===== src/rtl/imm_ext_arbiter_pkg.sv =====
// Shared core definitions for the immediate-extension arbiter: immediate
// format encodings and datapath widths.
package imm_ext_arbiter_pkg;

  typedef enum logic [1:0] {
    IMM_I = 2'b00,
    IMM_S = 2'b01,
    IMM_B = 2'b10,
    IMM_U = 2'b11
  } immsrc_e;

  localparam int INSTR_W = 25;   // instruction bits [31:7]
  localparam int IMM_W   = 32;

endpackage


===== src/rtl/imm_ext_arbiter_if.sv =====
// Two request lanes and one result channel of the immediate arbiter.
// slave is the arbiter side, master is the requester/consumer side.
interface imm_ext_arbiter_if #(parameter int TAG_W = 4);
  import imm_ext_arbiter_pkg::*;

  logic               lane0_valid;
  logic               lane0_ready;
  logic [INSTR_W-1:0] lane0_instr;
  logic [1:0]         lane0_immsrc;
  logic [TAG_W-1:0]   lane0_tag;

  logic               lane1_valid;
  logic               lane1_ready;
  logic [INSTR_W-1:0] lane1_instr;
  logic [1:0]         lane1_immsrc;
  logic [TAG_W-1:0]   lane1_tag;

  logic               out_valid;
  logic               out_ready;
  logic [IMM_W-1:0]   out_imm;
  logic               out_lane;
  logic [TAG_W-1:0]   out_tag;

  modport slave (
    input  lane0_valid, lane0_instr, lane0_immsrc, lane0_tag,
    input  lane1_valid, lane1_instr, lane1_immsrc, lane1_tag,
    input  out_ready,
    output lane0_ready, lane1_ready,
    output out_valid, out_imm, out_lane, out_tag
  );

  modport master (
    output lane0_valid, lane0_instr, lane0_immsrc, lane0_tag,
    output lane1_valid, lane1_instr, lane1_immsrc, lane1_tag,
    output out_ready,
    input  lane0_ready, lane1_ready,
    input  out_valid, out_imm, out_lane, out_tag
  );

endinterface


===== src/rtl/imm_ext_arbiter_imm_gen.sv =====
// Combinational RISC-V immediate extender; instr holds instruction bits [31:7],
// so instr[k] is instruction bit k+7.
module imm_gen
  import imm_ext_arbiter_pkg::*;
(
  input  logic [INSTR_W-1:0] instr,
  input  logic [1:0]         immsrc,
  output logic [IMM_W-1:0]   imm
);

  always_comb begin
    imm = '0;
    case (immsrc_e'(immsrc))
      IMM_I:   imm = {{20{instr[24]}}, instr[24:13]};
      IMM_S:   imm = {{20{instr[24]}}, instr[24:18], instr[4:0]};
      IMM_B:   imm = {{20{instr[24]}}, instr[0], instr[23:18], instr[4:1], 1'b0};
      IMM_U:   imm = {instr[24:5], 12'b0};
      default: imm = '0;
    endcase
  end

endmodule


===== src/rtl/imm_ext_arbiter.sv =====
// Two-lane round-robin arbiter in front of a single shared immediate
// generator, with a one-entry registered result stage.
module imm_ext_arbiter
  import imm_ext_arbiter_pkg::*;
#(
  parameter int TAG_W = 4
) (
  input logic              clk,
  input logic              reset,
  imm_ext_arbiter_if.slave bus
);

  logic               can_accept;
  logic               gnt0;
  logic               gnt1;
  logic               xfer;
  logic               rr_ptr;
  logic [INSTR_W-1:0] sel_instr;
  logic [1:0]         sel_immsrc;
  logic [TAG_W-1:0]   sel_tag;
  logic [IMM_W-1:0]   imm;

  logic               out_valid_q;
  logic [IMM_W-1:0]   out_imm_q;
  logic               out_lane_q;
  logic [TAG_W-1:0]   out_tag_q;

  // rr_ptr only breaks ties; a lone requester always wins.
  assign gnt1       = bus.lane1_valid & (~bus.lane0_valid | rr_ptr);
  assign gnt0       = bus.lane0_valid & ~gnt1;
  assign can_accept = (~out_valid_q | bus.out_ready) & ~reset;
  assign xfer       = can_accept & (gnt0 | gnt1);

  assign bus.lane0_ready = can_accept & gnt0;
  assign bus.lane1_ready = can_accept & gnt1;

  // Mux ahead of the generator so one imm_gen serves both lanes.
  assign sel_instr  = gnt1 ? bus.lane1_instr  : bus.lane0_instr;
  assign sel_immsrc = gnt1 ? bus.lane1_immsrc : bus.lane0_immsrc;
  assign sel_tag    = gnt1 ? bus.lane1_tag    : bus.lane0_tag;

  imm_gen u_imm_gen (
    .instr  (sel_instr),
    .immsrc (sel_immsrc),
    .imm    (imm)
  );

  always_ff @(posedge clk) begin
    if (reset) begin
      out_valid_q <= 1'b0;
      out_imm_q   <= '0;
      out_lane_q  <= 1'b0;
      out_tag_q   <= '0;
      rr_ptr      <= 1'b0;
    end else if (xfer) begin
      out_valid_q <= 1'b1;
      out_imm_q   <= imm;
      out_lane_q  <= gnt1;
      out_tag_q   <= sel_tag;
      rr_ptr      <= ~gnt1;
    end else if (bus.out_ready) begin
      out_valid_q <= 1'b0;
    end
  end

  assign bus.out_valid = out_valid_q;
  assign bus.out_imm   = out_imm_q;
  assign bus.out_lane  = out_lane_q;
  assign bus.out_tag   = out_tag_q;

endmodule


===== src/flat_wrapper.sv =====
// flat-port wrapper written by rule: the top's interface ports become plain ports
module imm_ext_arbiter_flat import imm_ext_arbiter_pkg::*;
#(
  parameter int TAG_W = 4
)
  (clk, reset, bus_lane0_valid, bus_lane0_instr, bus_lane0_immsrc, bus_lane0_tag, bus_lane1_valid, bus_lane1_instr, bus_lane1_immsrc, bus_lane1_tag, bus_out_ready, bus_lane0_ready, bus_lane1_ready, bus_out_valid, bus_out_imm, bus_out_lane, bus_out_tag);
  imm_ext_arbiter_if #(.TAG_W(TAG_W)) bus_i ();
  input logic clk;
  input logic reset;
  input wire logic [$bits(bus_i.lane0_valid)-1:0] bus_lane0_valid;
  input wire logic [$bits(bus_i.lane0_instr)-1:0] bus_lane0_instr;
  input wire logic [$bits(bus_i.lane0_immsrc)-1:0] bus_lane0_immsrc;
  input wire logic [$bits(bus_i.lane0_tag)-1:0] bus_lane0_tag;
  input wire logic [$bits(bus_i.lane1_valid)-1:0] bus_lane1_valid;
  input wire logic [$bits(bus_i.lane1_instr)-1:0] bus_lane1_instr;
  input wire logic [$bits(bus_i.lane1_immsrc)-1:0] bus_lane1_immsrc;
  input wire logic [$bits(bus_i.lane1_tag)-1:0] bus_lane1_tag;
  input wire logic [$bits(bus_i.out_ready)-1:0] bus_out_ready;
  output wire logic [$bits(bus_i.lane0_ready)-1:0] bus_lane0_ready;
  output wire logic [$bits(bus_i.lane1_ready)-1:0] bus_lane1_ready;
  output wire logic [$bits(bus_i.out_valid)-1:0] bus_out_valid;
  output wire logic [$bits(bus_i.out_imm)-1:0] bus_out_imm;
  output wire logic [$bits(bus_i.out_lane)-1:0] bus_out_lane;
  output wire logic [$bits(bus_i.out_tag)-1:0] bus_out_tag;
  assign bus_i.lane0_valid = bus_lane0_valid;
  assign bus_i.lane0_instr = bus_lane0_instr;
  assign bus_i.lane0_immsrc = bus_lane0_immsrc;
  assign bus_i.lane0_tag = bus_lane0_tag;
  assign bus_i.lane1_valid = bus_lane1_valid;
  assign bus_i.lane1_instr = bus_lane1_instr;
  assign bus_i.lane1_immsrc = bus_lane1_immsrc;
  assign bus_i.lane1_tag = bus_lane1_tag;
  assign bus_i.out_ready = bus_out_ready;
  assign bus_lane0_ready = bus_i.lane0_ready;
  assign bus_lane1_ready = bus_i.lane1_ready;
  assign bus_out_valid = bus_i.out_valid;
  assign bus_out_imm = bus_i.out_imm;
  assign bus_out_lane = bus_i.out_lane;
  assign bus_out_tag = bus_i.out_tag;
  imm_ext_arbiter #(.TAG_W(TAG_W)) u_core (.clk(clk), .reset(reset), .bus(bus_i));
endmodule

===== config.mk =====
export PLATFORM = sky130hd
export DESIGN_NAME = imm_ext_arbiter_flat
export DESIGN_NICKNAME = d
export VERILOG_FILES = /design/src/rtl/imm_ext_arbiter_pkg.sv /design/src/rtl/imm_ext_arbiter_if.sv /design/src/rtl/imm_ext_arbiter_imm_gen.sv /design/src/rtl/imm_ext_arbiter.sv /design/src/flat_wrapper.sv
export SDC_FILE = /design/constraint.sdc
export NUM_CORES = 1
export LEC_CHECK = 0
export CAP_MARGIN = 10
export CORE_ASPECT_RATIO = 1.5
export CORE_MARGIN = 5
export CORE_UTILIZATION = 40
export DETAILED_ROUTE_END_ITERATION = 10
export PLACE_DENSITY = 0.76
export SLEW_MARGIN = 20
export SYNTH_ARGS = -nofsm -noshare
export SYNTH_HDL_FRONTEND = slang
export SYNTH_HIERARCHICAL = 1
export SYNTH_SLANG_ARGS = --single-unit

===== constraint.sdc =====
create_clock -name clk -period 2.9 [get_ports clk]
set_clock_uncertainty 0.05 [all_clocks]
set_input_delay 0.58 -clock clk [delete_from_list [all_inputs] [get_ports clk]]
set_output_delay 0.58 -clock clk [all_outputs]
set_load 0.005 [all_outputs]

# After elaboration in Yosys (flattened, before gate mapping)
# Cells that the tools add are included.
[totals]
wordCells = 29
reg_bits = 39
inputBits = 67
[op_classes]
reduce_logical = 2
bitwise_logic = 13
mux = 6
eq_ne = 3
[op_table]
columns = ["cell", "n"]
rows = [
  ["$pmux 32 s4", 1],
  ["$mux 25", 1],
  ["$and 1x1->1", 6],
  ["$eq 2x2->1 const B", 2],
  ["$mux 4", 1],
  ["$not 1->1", 4],
  ["$or 1x1->1", 3],
  ["$eq 2x1->1 const B", 1],
  ["$logic_not 2->1", 1],
  ["$mux 1", 2],
  ["$mux 2", 1],
  ["$reduce_bool 2->1", 1],
]

# Depth between registers and ports, before layout
# Gate-level depths: netlist (run 1).
[logic_depth]
ltp_word = 8
ltp_mapped = 12

# Hierarchy
# The synthesis (run 1) kept the hierarchy.
[by_module_without_submodules]
columns = ["module", "n_inst", "area_each_um2", "cells_each"]
rows = [
  ["imm_ext_arbiter", 1, 2130.8, 227],
  ["imm_gen", 1, 391.6, 48],
]

# Worst setup path before layout (run 1)
# Ideal clock, no wire load.
[synth_path]
path_kind = "input-to-reg"
from = "input bus_lane1_valid"
to = "register u_core.out_imm_q[19], in the netlist u_core/bus.out_imm[19]"
setup_ns = 0.132
n_path_buf = 6
t_required_ns = 2.718
path_stages = 12
t_arrival_ns = 2.203
setup_slack_ns = 0.514
cell_sequence = "buf_2 nand2_4 buf_8 buf_12 mux2_4 buf_4 and2_4 buf_6 buf_6 a21o_1 nand4_1 a21oi_1"
[synth_between]
word_cells_on_any_way = 12
[synth_rtl]
columns = ["item", "line", "text"]
rows = [
  ["start: declaration", "flat_wrapper.sv:14", "input wire logic [$bits(bus_i.lane1_valid)-1:0] bus_lane1_valid;"],
  ["$and 1x1->1 *", "imm_ext_arbiter.sv:29", "assign gnt1 = bus.lane1_valid & (~bus.lane0_valid | rr_ptr);"],
  ["$mux 2 *", "imm_ext_arbiter.sv:39", "assign sel_immsrc = gnt1 ? bus.lane1_immsrc : bus.lane0_immsrc;"],
  ["via u_core.sel_immsrc[0]", "imm_ext_arbiter.sv:19", "logic [1:0] sel_immsrc;"],
  ["$eq 2x2->1 (tied with other cells)", "imm_ext_arbiter_imm_gen.sv:13", "case (immsrc_e'(immsrc))"],
  ["$pmux 32 s4 *", "imm_ext_arbiter_imm_gen.sv:13", ""],
  ["via u_core.imm[19]", "imm_ext_arbiter.sv:21", "logic [IMM_W-1:0] imm;"],
  ["end signal: assignment", "imm_ext_arbiter.sv:57", "out_imm_q <= imm;"],
  ["end: declaration", "imm_ext_arbiter.sv:24", "logic [IMM_W-1:0] out_imm_q;"],
]
# Mark *: on every way through the listed nets, which the timed path passes. The rest lies on a longest branch. The select of a mux whose other input is x is not followed.
# A chain may end at the register's enable or synchronous reset.

# Final worst setup path (run 1)
[layout_path]
from = "input bus_lane0_valid"
to = "output bus_lane0_ready"
[layout_between]
elab_chain_len = 6
[layout_rtl]
columns = ["item", "line", "text"]
rows = [
  ["start: declaration", "flat_wrapper.sv:10", "input wire logic [$bits(bus_i.lane0_valid)-1:0] bus_lane0_valid;"],
  ["$not 1->1", "imm_ext_arbiter.sv:29", ""],
  ["$or 1x1->1", "imm_ext_arbiter.sv:29", ""],
  ["$and 1x1->1", "imm_ext_arbiter.sv:29", ""],
  ["$not 1->1", "imm_ext_arbiter.sv:30", "assign gnt0 = bus.lane0_valid & ~gnt1;"],
  ["$and 1x1->1 *", "imm_ext_arbiter.sv:30", ""],
  ["$and 1x1->1 *", "imm_ext_arbiter.sv:34", "assign bus.lane0_ready = can_accept & gnt0;"],
  ["end: declaration", "flat_wrapper.sv:19", "output wire logic [$bits(bus_i.lane0_ready)-1:0] bus_lane0_ready;"],
]
# Every way passes the cells marked *; elsewhere a longest branch is shown, timed or not.

==> results of run 1 <==
## Yosys cell counts (2+ instances only)
cell type / count
sky130_fd_sc_hd__dfxtp_1: 39
sky130_fd_sc_hd__a21oi_1: 35
sky130_fd_sc_hd__o31ai_1: 33
sky130_fd_sc_hd__nand4_1: 32
sky130_fd_sc_hd__a21o_1: 19
sky130_fd_sc_hd__mux2_2: 19
sky130_fd_sc_hd__buf_2: 10
sky130_fd_sc_hd__buf_6: 9
sky130_fd_sc_hd__clkbuf_1: 9
sky130_fd_sc_hd__mux2_4: 8
sky130_fd_sc_hd__nor2b_1: 7
sky130_fd_sc_hd__o21ai_0: 6
sky130_fd_sc_hd__mux2i_1: 5
sky130_fd_sc_hd__nand3_1: 5
sky130_fd_sc_hd__a311oi_1: 4
sky130_fd_sc_hd__a31oi_1: 4
sky130_fd_sc_hd__buf_4: 4
sky130_fd_sc_hd__o2bb2ai_1: 4
sky130_fd_sc_hd__buf_1: 3
sky130_fd_sc_hd__and2b_1: 2
sky130_fd_sc_hd__inv_1: 2
sky130_fd_sc_hd__nor3_1: 2
## layout make-up
type                            instances  area, um^2  area share
Timing Repair Buffer                  116        1140       0.318
Clock buffer                            6        82.6      0.0229
Multi-Input combinational cell        196        1470       0.409
Clock inverter                          2        16.3     0.00452
Inverter                                3        11.3     0.00313
Sequential cell                        39         781       0.217
Tap cell                               74        92.6      0.0257
## metal layers
layer,share of wire,global-route usage,up-vias
li1,-,-,1233
met1,0.38,0.221,1192
met2,0.53,0.344,81
met3,0.066,0.0318,9
met4,0.020,0.0687,0
met5,0,0,-
## metrics by stage
step	instance area [um^2]	cells	hold WS, ns	total power (W)	setup WS (ns)
detailed placement	3500	428	0.412	0.00107	0.155
floorplan	2520	275	0.409	0.000878	0.514
global route	3600	436	0.442	0.00154	0.101
global placement	3500	428	0.403	0.00107	0.166
CTS	3600	436	0.423	0.00148	0.153
finish	3600	436	0.423	0.00146	0.171
## tightest hold or removal path, stage by stage, from the launching register on
cell	delay [ns]
sky130_fd_sc_hd__dfxtp_1	0.31
sky130_fd_sc_hd__o31ai_1	0.06
sky130_fd_sc_hd__a21oi_1	0.06
## logic make-up (layout without fill, tap and decap cells)
logic type | after synthesis | after routing | share of synthesized area
AOI/OAI and AO/OA | 106 | 106 | 0.281
buffers and inverters | 40 | 127 | 0.108
DFF | 39 | 39 | 0.310
and+or+nand+nor | 58 | 58 | 0.149
muxes | 32 | 32 | 0.152
## sequential cells by signal, indices dropped and copies added, names as in the netlist
signal and count:
u_core/rr_ptr 1, u_core/bus.out_imm 32, u_core/bus.out_valid 1, u_core/bus.out_tag 4
u_core/bus.out_lane 1
## final timing paths
kind | to | slack, ns | from
max | bus_lane0_ready | 0.17 | bus_lane0_valid
min | u_core/bus.out_imm[30]$_SDFFE_PP0P_ | 0.42 | u_core/bus.out_imm[30]$_SDFFE_PP0P_
max reg2reg | u_core/bus.out_imm[2]$_SDFFE_PP0P_ | 0.90 | u_core/rr_ptr$_SDFFE_PP0P_
min reg2reg | u_core/bus.out_imm[30]$_SDFFE_PP0P_ | 0.42 | u_core/bus.out_imm[30]$_SDFFE_PP0P_
## cells in the final DEF (no fill, tap or decap), types with 5 or more instances in the layout
cell and n:
sky130_fd_sc_hd__a21o_1 19, sky130_fd_sc_hd__a21oi_1 35, sky130_fd_sc_hd__buf_4 9, sky130_fd_sc_hd__clkbuf_8 6, sky130_fd_sc_hd__clkdlybuf4s50_1 105, sky130_fd_sc_hd__dfxtp_1 39, sky130_fd_sc_hd__mux2_2 19, sky130_fd_sc_hd__mux2_4 8
sky130_fd_sc_hd__mux2i_1 5, sky130_fd_sc_hd__nand3_1 5, sky130_fd_sc_hd__nand4_1 32, sky130_fd_sc_hd__nor2b_1 6, sky130_fd_sc_hd__o21ai_0 6, sky130_fd_sc_hd__o31ai_1 33
## power by group
group	switching, W	internal (W)	total (W)
Combinational	0.000203	0.000267	0.000470
Sequential	0.0000204	0.000572	0.000593
Clock	0.000206	0.000194	0.000400
==> results by stage, run 1 <==
CTS:
- The cell at the root of the clock tree is sky130_fd_sc_hd__clkbuf_8.
- The maximum root-to-sink buffer count is 2.
- The H-tree depth is 2.
- The CTS tree is built.
- The clock slew seen by the registers of the worst setup and hold paths is 0.08 ns.
- The number of clock sinks is 39.
- The number of setup buffers added after CTS is 0.
- The count of hold buffers inserted by post-cts repair is 0.
- The clock reaches the later pin of the worst-skew pair after 0.29 ns.
- Counting the buffers created by CTS gives 5.
- The number of gates resized after CTS was 0.

Worst setup path:
- The cell type with the highest occurrence count on the critical path is sky130_fd_sc_hd__clkdlybuf4s50_1.
- The largest individual stage delay along the critical path comes from the cell sky130_fd_sc_hd__clkdlybuf4s50_1.
- The critical path is of the input pin to output port type.
- The count of buffering cells on the critical path with inverters included is 2.
- At the worst endpoint, the arrival time is 2.10 ns.
- The worst setup path is captured at an output port.
- The kind of launch point of the worst setup path is an input pin.
- For the worst flop-to-flop path, the logic depth is 8.
- For this run, the slowest stage of the critical path takes 0.52 ns.
- Walking the worst path, the cells encountered are clkdlybuf4s50_1 > nand2b_4 > nand2_4 > and4_1 > clkdlybuf4s50_1.
- The number of logic stages on the critical path including buffering is 5.
- The required arrival time at the worst endpoint is 2.27 ns.
- Along the worst path, the maximum fanout reaches 12.
- The critical path's top delay family is buffers and inverters.

Placement:
- The half-perimeter wire length after placement is 5570 um.
- Routability-driven placement finished with a final weighted congestion of 0.782.
- The number of I/O port buffers is 106.

Yosys:
- Yosys printed 6 warnings.
- The number of nets produced by synthesis is 342.
- The fraction of synthesized cell area taken by the top area cell type is 0.310.
- By area the synthesized netlist is led by sky130_fd_sc_hd__dfxtp_1 (31%), sky130_fd_sc_hd__o31ai_1 (9.8%), sky130_fd_sc_hd__mux2_2 (8.5%).
- The synthesized area per cell is 9.17 um^2.
- Counting every instance in the synthesized netlist gives 275.
- In the synthesized netlist the dominant register cell turns out to be sky130_fd_sc_hd__dfxtp_1.
- The library cell occupying the most area in the post-synthesis netlist is sky130_fd_sc_hd__dfxtp_1.
- The post-synthesis cell type count is 36.
- Of all flip-flops after synthesis, the portion carrying an async set or reset was 0.
- The register area share after synthesis is 0.310.
- The netlist area before placement is 2520 um^2.
- Counting flops with a built-in enable in the synthesized netlist gives 0.
- Counting flops and latches in the post-synthesis netlist gives 39.

Layout:
- The number of diodes added for antenna fixing is 0.
- The final standard cell utilization of the core is 0.587.
- Compared with the post-synthesis result, the final layout area differs by 42.7%.
- The final layout contains 428 nets.
- The filler cells instantiated in the layout total 558.
- Of the cells placed in the final design, the portion with a size suffix greater than 1 is 0.146.

Floorplan:
- The number of cell rows is 35.
- The core region is 6130 um^2.
- The floorplan step set the die height to 107 um.
- The top-level port count is 107.
- The die width is 74.8 um.
- The floorplan step defined a die boundary enclosing 8030 um^2.
- The initial core utilization is 0.411.

Timing:
- Setup violations remaining at the end of the flow were counted as 0.
- In the finished design, the share of the clock period the worst path needs comes to 0.941.
- For the pin with the worst max-slew slack, the measured transition is 0.530 ns.
- Headroom to the max-slew limit came out at 0.647.
- The worst path needs 2.73 ns of the cycle, external delays included.
- The total count of hold-check failures in the final report is 0.
- For this run, the top clock speed supported by timing is 366 MHz.
- The max-slew violation count is 0.
- The final total negative setup slack is 0 ns.
- Setup repair after global routing left no endpoint under its margin.

Global routing:
- The initial antenna violation count came to 0.
- The global route total overflow is 0.
- For this run, the total global-route usage over all layers was measured as 0.192.
- The number of global-route vias before repair is 2423.
- The first global-routing pass estimated 12000 um of wire.
- Entering global routing, the biggest net connects 58 pins.

Min path:
- The number of cells traversed by the worst hold path is 2.
- The class of the worst hold path is flip-flop to flip-flop.

Detailed routing:
- The detailed-routing iteration count for the pre-antenna-repair pass is 4.
- The via count of the routed design is 2515.
- The final routed wire length divided by cell count is 18.0 um.
- The count of nets left with antenna violations after detail routing is 0.
- After detailed routing, the number of remaining DRC violations is 0.
- After detailed routing, the total wire length is 7860 um.
- The first routing iteration left 225 violations.
- The via-per-instance ratio is 5.77.

Outcome:
- The run finished with clean final reports.

Power and ir drop:
- In this run the static leakage power is 1.41 nW.
- The worst-case IR drop observed on VDD is 0.000216 V.
- The cell area power density is 407 nW/um^2.

Flow run:
- The count of maximum capacitance violations is 0.
No activity file was read; power rests on OpenSTA's default activity.
==> run 2, diff against run 1 <==
- CORE_MARGIN: 5 -> 1
==> results by stage, run 2 (same netlist as run 1, synthesis figures left out) <==
CTS:
- TritonCTS built the clock tree.
- The maximum root-to-sink buffer count is 2 (unchanged).
- The clock slew seen by the registers of the worst setup and hold paths is 0.07 ns (about the same).
- The H-tree depth came to 2 (unchanged).
- The count of hold buffers inserted by post-cts repair is 0 (unchanged).
- CTS placed an instance of sky130_fd_sc_hd__clkbuf_8 at the clock tree root.
- The number of clock sinks was 39 (unchanged).
- The later-pin clock latency in the skew report came to 0.28 ns (about the same).
- The number of setup buffers added after CTS is 0 (unchanged).
- The number of CTS-inserted buffers is 5 (unchanged).
- The post-cts resize count was 0 (unchanged).

Global routing:
- The overall track demand over capacity in global routing is 0.230 (+0.0382).
- The initial antenna violation count is 0 (unchanged).
- The maximum number of pins on one net before global-route repair was 54 (-6.9%).
- The first-pass GRT wire length is 11900 um (-0.98%).
- The number of global-route vias before repair came to 2504 (+3.3%).
- The global route total overflow is 0 (unchanged).

Timing:
- The worst-margin pin slew is 0.479 ns (-0.0507 ns).
- The worst setup slack after layout was 0.101 ns (-0.0705 ns).
- The minimum clock period is 2.80 ns (+0.0705 ns).
- The maximum frequency from static timing analysis is 357 MHz (-2.5%).
- The headroom to the max-slew limit is 0.678 (+0.0313).
- The final setup violation count is 0 (unchanged).
- The final total negative setup slack is 0 ns (unchanged).
- The total count of hold-check failures in the final report is 0 (unchanged).
- The max-slew violation count is 0 (unchanged).
- Setup repair after global routing left no endpoint under its margin.
- The post-route fraction of the period consumed by the critical path is 0.965 (+0.0243).

Outcome:
- The flow ran to the end, and the final reports show no timing, DRC or antenna violations.

Floorplan:
- The core region area is 6130 um^2 (unchanged).
- The top-level port count is 107 (unchanged).
- The die width is 66.8 um (-11%).
- The number of cell rows came to 35 (unchanged).
- The initial core utilization is 0.411 (unchanged).
- The area of the die is 6630 um^2 (-17%).
- The die boundary height was 99.3 um (-7.5%).

Worst setup path:
- The worst path arrival time is 2.17 ns (+0.07 ns).
- The kind of launch point of the worst setup path is an input pin.
- The critical path capture point type is an output port.
- The launching instance or port of the critical path is bus_lane0_valid.
- Walking the worst path, the cells encountered are clkdlybuf4s50_1 > nand2b_4 > nand2_4 > and4_1 > clkdlybuf4s50_1.
- The worst setup path is of the input pin to output port kind.
- Counting stages on the worst path, the most repeated cell is sky130_fd_sc_hd__clkdlybuf4s50_1.
- The critical path's top delay family is buffers and inverters.
- The startpoint identified for the worst register-to-register timing path is u_core/rr_ptr$_SDFFE_PP0P_.
- The largest stage delay on the critical path came to 0.62 ns (+0.10 ns).
- The required arrival time at the worst endpoint is 2.27 ns (about the same).
- Among all stages on the critical path, the largest delay is contributed by sky130_fd_sc_hd__clkdlybuf4s50_1.
- The count of buffering cells on the critical path with inverters included was 2 (unchanged).
- The maximum fanout count along the critical path came to 8 (-4).

Placement:
- The number of cells in the design after placement is 430 (+0.47%).
- The worst setup slack after placement is 0.0905 ns (-0.0640 ns).
- The half-perimeter wire length after placement was 5190 um (-6.9%).
- The weighted congestion at the end of routability-driven global placement is 0.824 (+5.3%).
- The number of I/O port buffers is 106 (unchanged).

Detailed routing:
- The detailed-routing iteration count for the pre-antenna-repair pass is 4 (unchanged).
- The count of nets left with antenna violations after detail routing is 0 (unchanged).
- The via count of the routed design came to 2575 (+2.4%).
- The routed wire length is 7390 um (-5.9%).
- The remaining routing DRC violations is 0 (unchanged).
- The detailed router's first-iteration violation count is 179 (-20%).
- The via-per-instance ratio is 5.88 (+1.9%).
- The final routed wire length divided by cell count is 16.9 um (-6.3%).

Min path:
- The tightest min-delay check is of the flip-flop to flip-flop type.
- In this run the most critical hold path is launched from u_core/bus.out_imm[6]$_SDFFE_PP0P_.

Layout:
- The filler cell count was 561 (+0.54%).
- Leaving out fill and tap cells, the most frequent cells in the layout are sky130_fd_sc_hd__clkdlybuf4s50_1 (105), sky130_fd_sc_hd__dfxtp_1 (39), sky130_fd_sc_hd__a21oi_1 (35), sky130_fd_sc_hd__o31ai_1 (33), sky130_fd_sc_hd__nand4_1 (32).
- The count of nets after finishing is 430 (+0.47%).
- Leaving out fill and tap cells, the most frequent cell in the layout is sky130_fd_sc_hd__clkdlybuf4s50_1.
- The number of diodes added for antenna fixing came to 0 (unchanged).
- The number of flip-flops in the largest register was 32 (unchanged).
- The area growth from synthesis to layout is 44.0%.
- The proportion of layout cells with a drive suffix above 1 came to 0.148 (+0.00194).
- The final cell count without fillers is 438 (+0.46%).

Power and ir drop:
- The cell area power density is 404 nW/um^2 (-0.50%).
- The standby leakage power is 1.43 nW (+1.4%).
- The highest ir drop seen on vdd was 0.000200 V (-7.5%).

Flow run:
- The count of maximum capacitance violations is 0 (unchanged).
-- run 2: changes by cell type in the layout (fill, tap and decap cells not counted) --
cell | before | now
sky130_fd_sc_hd__buf_12 | 1 | 2
sky130_fd_sc_hd__buf_4 | 9 | 10
sky130_fd_sc_hd__clkbuf_1 | 0 | 1
sky130_fd_sc_hd__clkbuf_8 | 6 | 7
sky130_fd_sc_hd__clkinv_4 | 1 | 0
sky130_fd_sc_hd__clkinvlp_4 | 1 | 0
sky130_fd_sc_hd__nor2b_2 | 1 | 0
sky130_fd_sc_hd__nor2b_4 | 0 | 1
-- run 2: report_power, final --
part	internal [W]	leakage (nW)	switching [W]
clock network	0.000217	0.0515	0.000183
logic	0.000272	1.06	0.000204
registers	0.000572	0.320	0.0000207
-- run 2: path summary, 6_finish.rpt --
kind	end	slack (ns)	depth (start not counted)
min reg2reg	u_core/bus.out_imm[6]$_SDFFE_PP0P_	0.42	2
max	bus_lane0_ready	0.10	5
min	u_core/bus.out_imm[6]$_SDFFE_PP0P_	0.42	2
max reg2reg	u_core/bus.out_imm[19]$_SDFFE_PP0P_	0.97	8
-- run 2: per-stage QoR --
step | hold WS [ns] | util | cell area [um^2] | total power (W)
finish | 0.422 | 0.592 | 3630 | 0.00147
global route | 0.439 | 0.592 | 3630 | 0.00156
CTS | 0.422 | 0.592 | 3630 | 0.00148
detailed placement | 0.412 | 0.576 | 3530 | 0.00108
global placement | 0.405 | 0.576 | 3530 | 0.00107
floorplan | 0.409 | - | 2520 | 0.000878
-- run 2: worst min-delay path: stages, from the launching register on --
cell and delay (ns):
sky130_fd_sc_hd__dfxtp_1 0.31, sky130_fd_sc_hd__o31ai_1 0.06, sky130_fd_sc_hd__a21oi_1 0.06
-- run 2: area by class of cell --
type,count,area (um^2),area share
timing repair buffer,118,1170,0.322
tap,74,92.6,0.0255
clock buffer,8,100,0.0276
inverter,3,11.3,0.00310
multi-input combinational,196,1480,0.406
sequential,39,781,0.215
-- run 2: routing by layer --
metal / vias up / global-route usage / wire length, um
met5: - / 0 / 0
met4: 0 / 0.0736 / 125
met3: 11 / 0.0356 / 520
met2: 113 / 0.406 / 3820
met1: 1219 / 0.276 / 2930
li1: 1232 / - / -
==> run 3, diff against run 2 <==
- ABC_CLOCK_PERIOD_IN_PS: not set -> 2900
==> results of run 3 <==
Same layout as run 2: the final DEF is identical, and so are final timing and power.
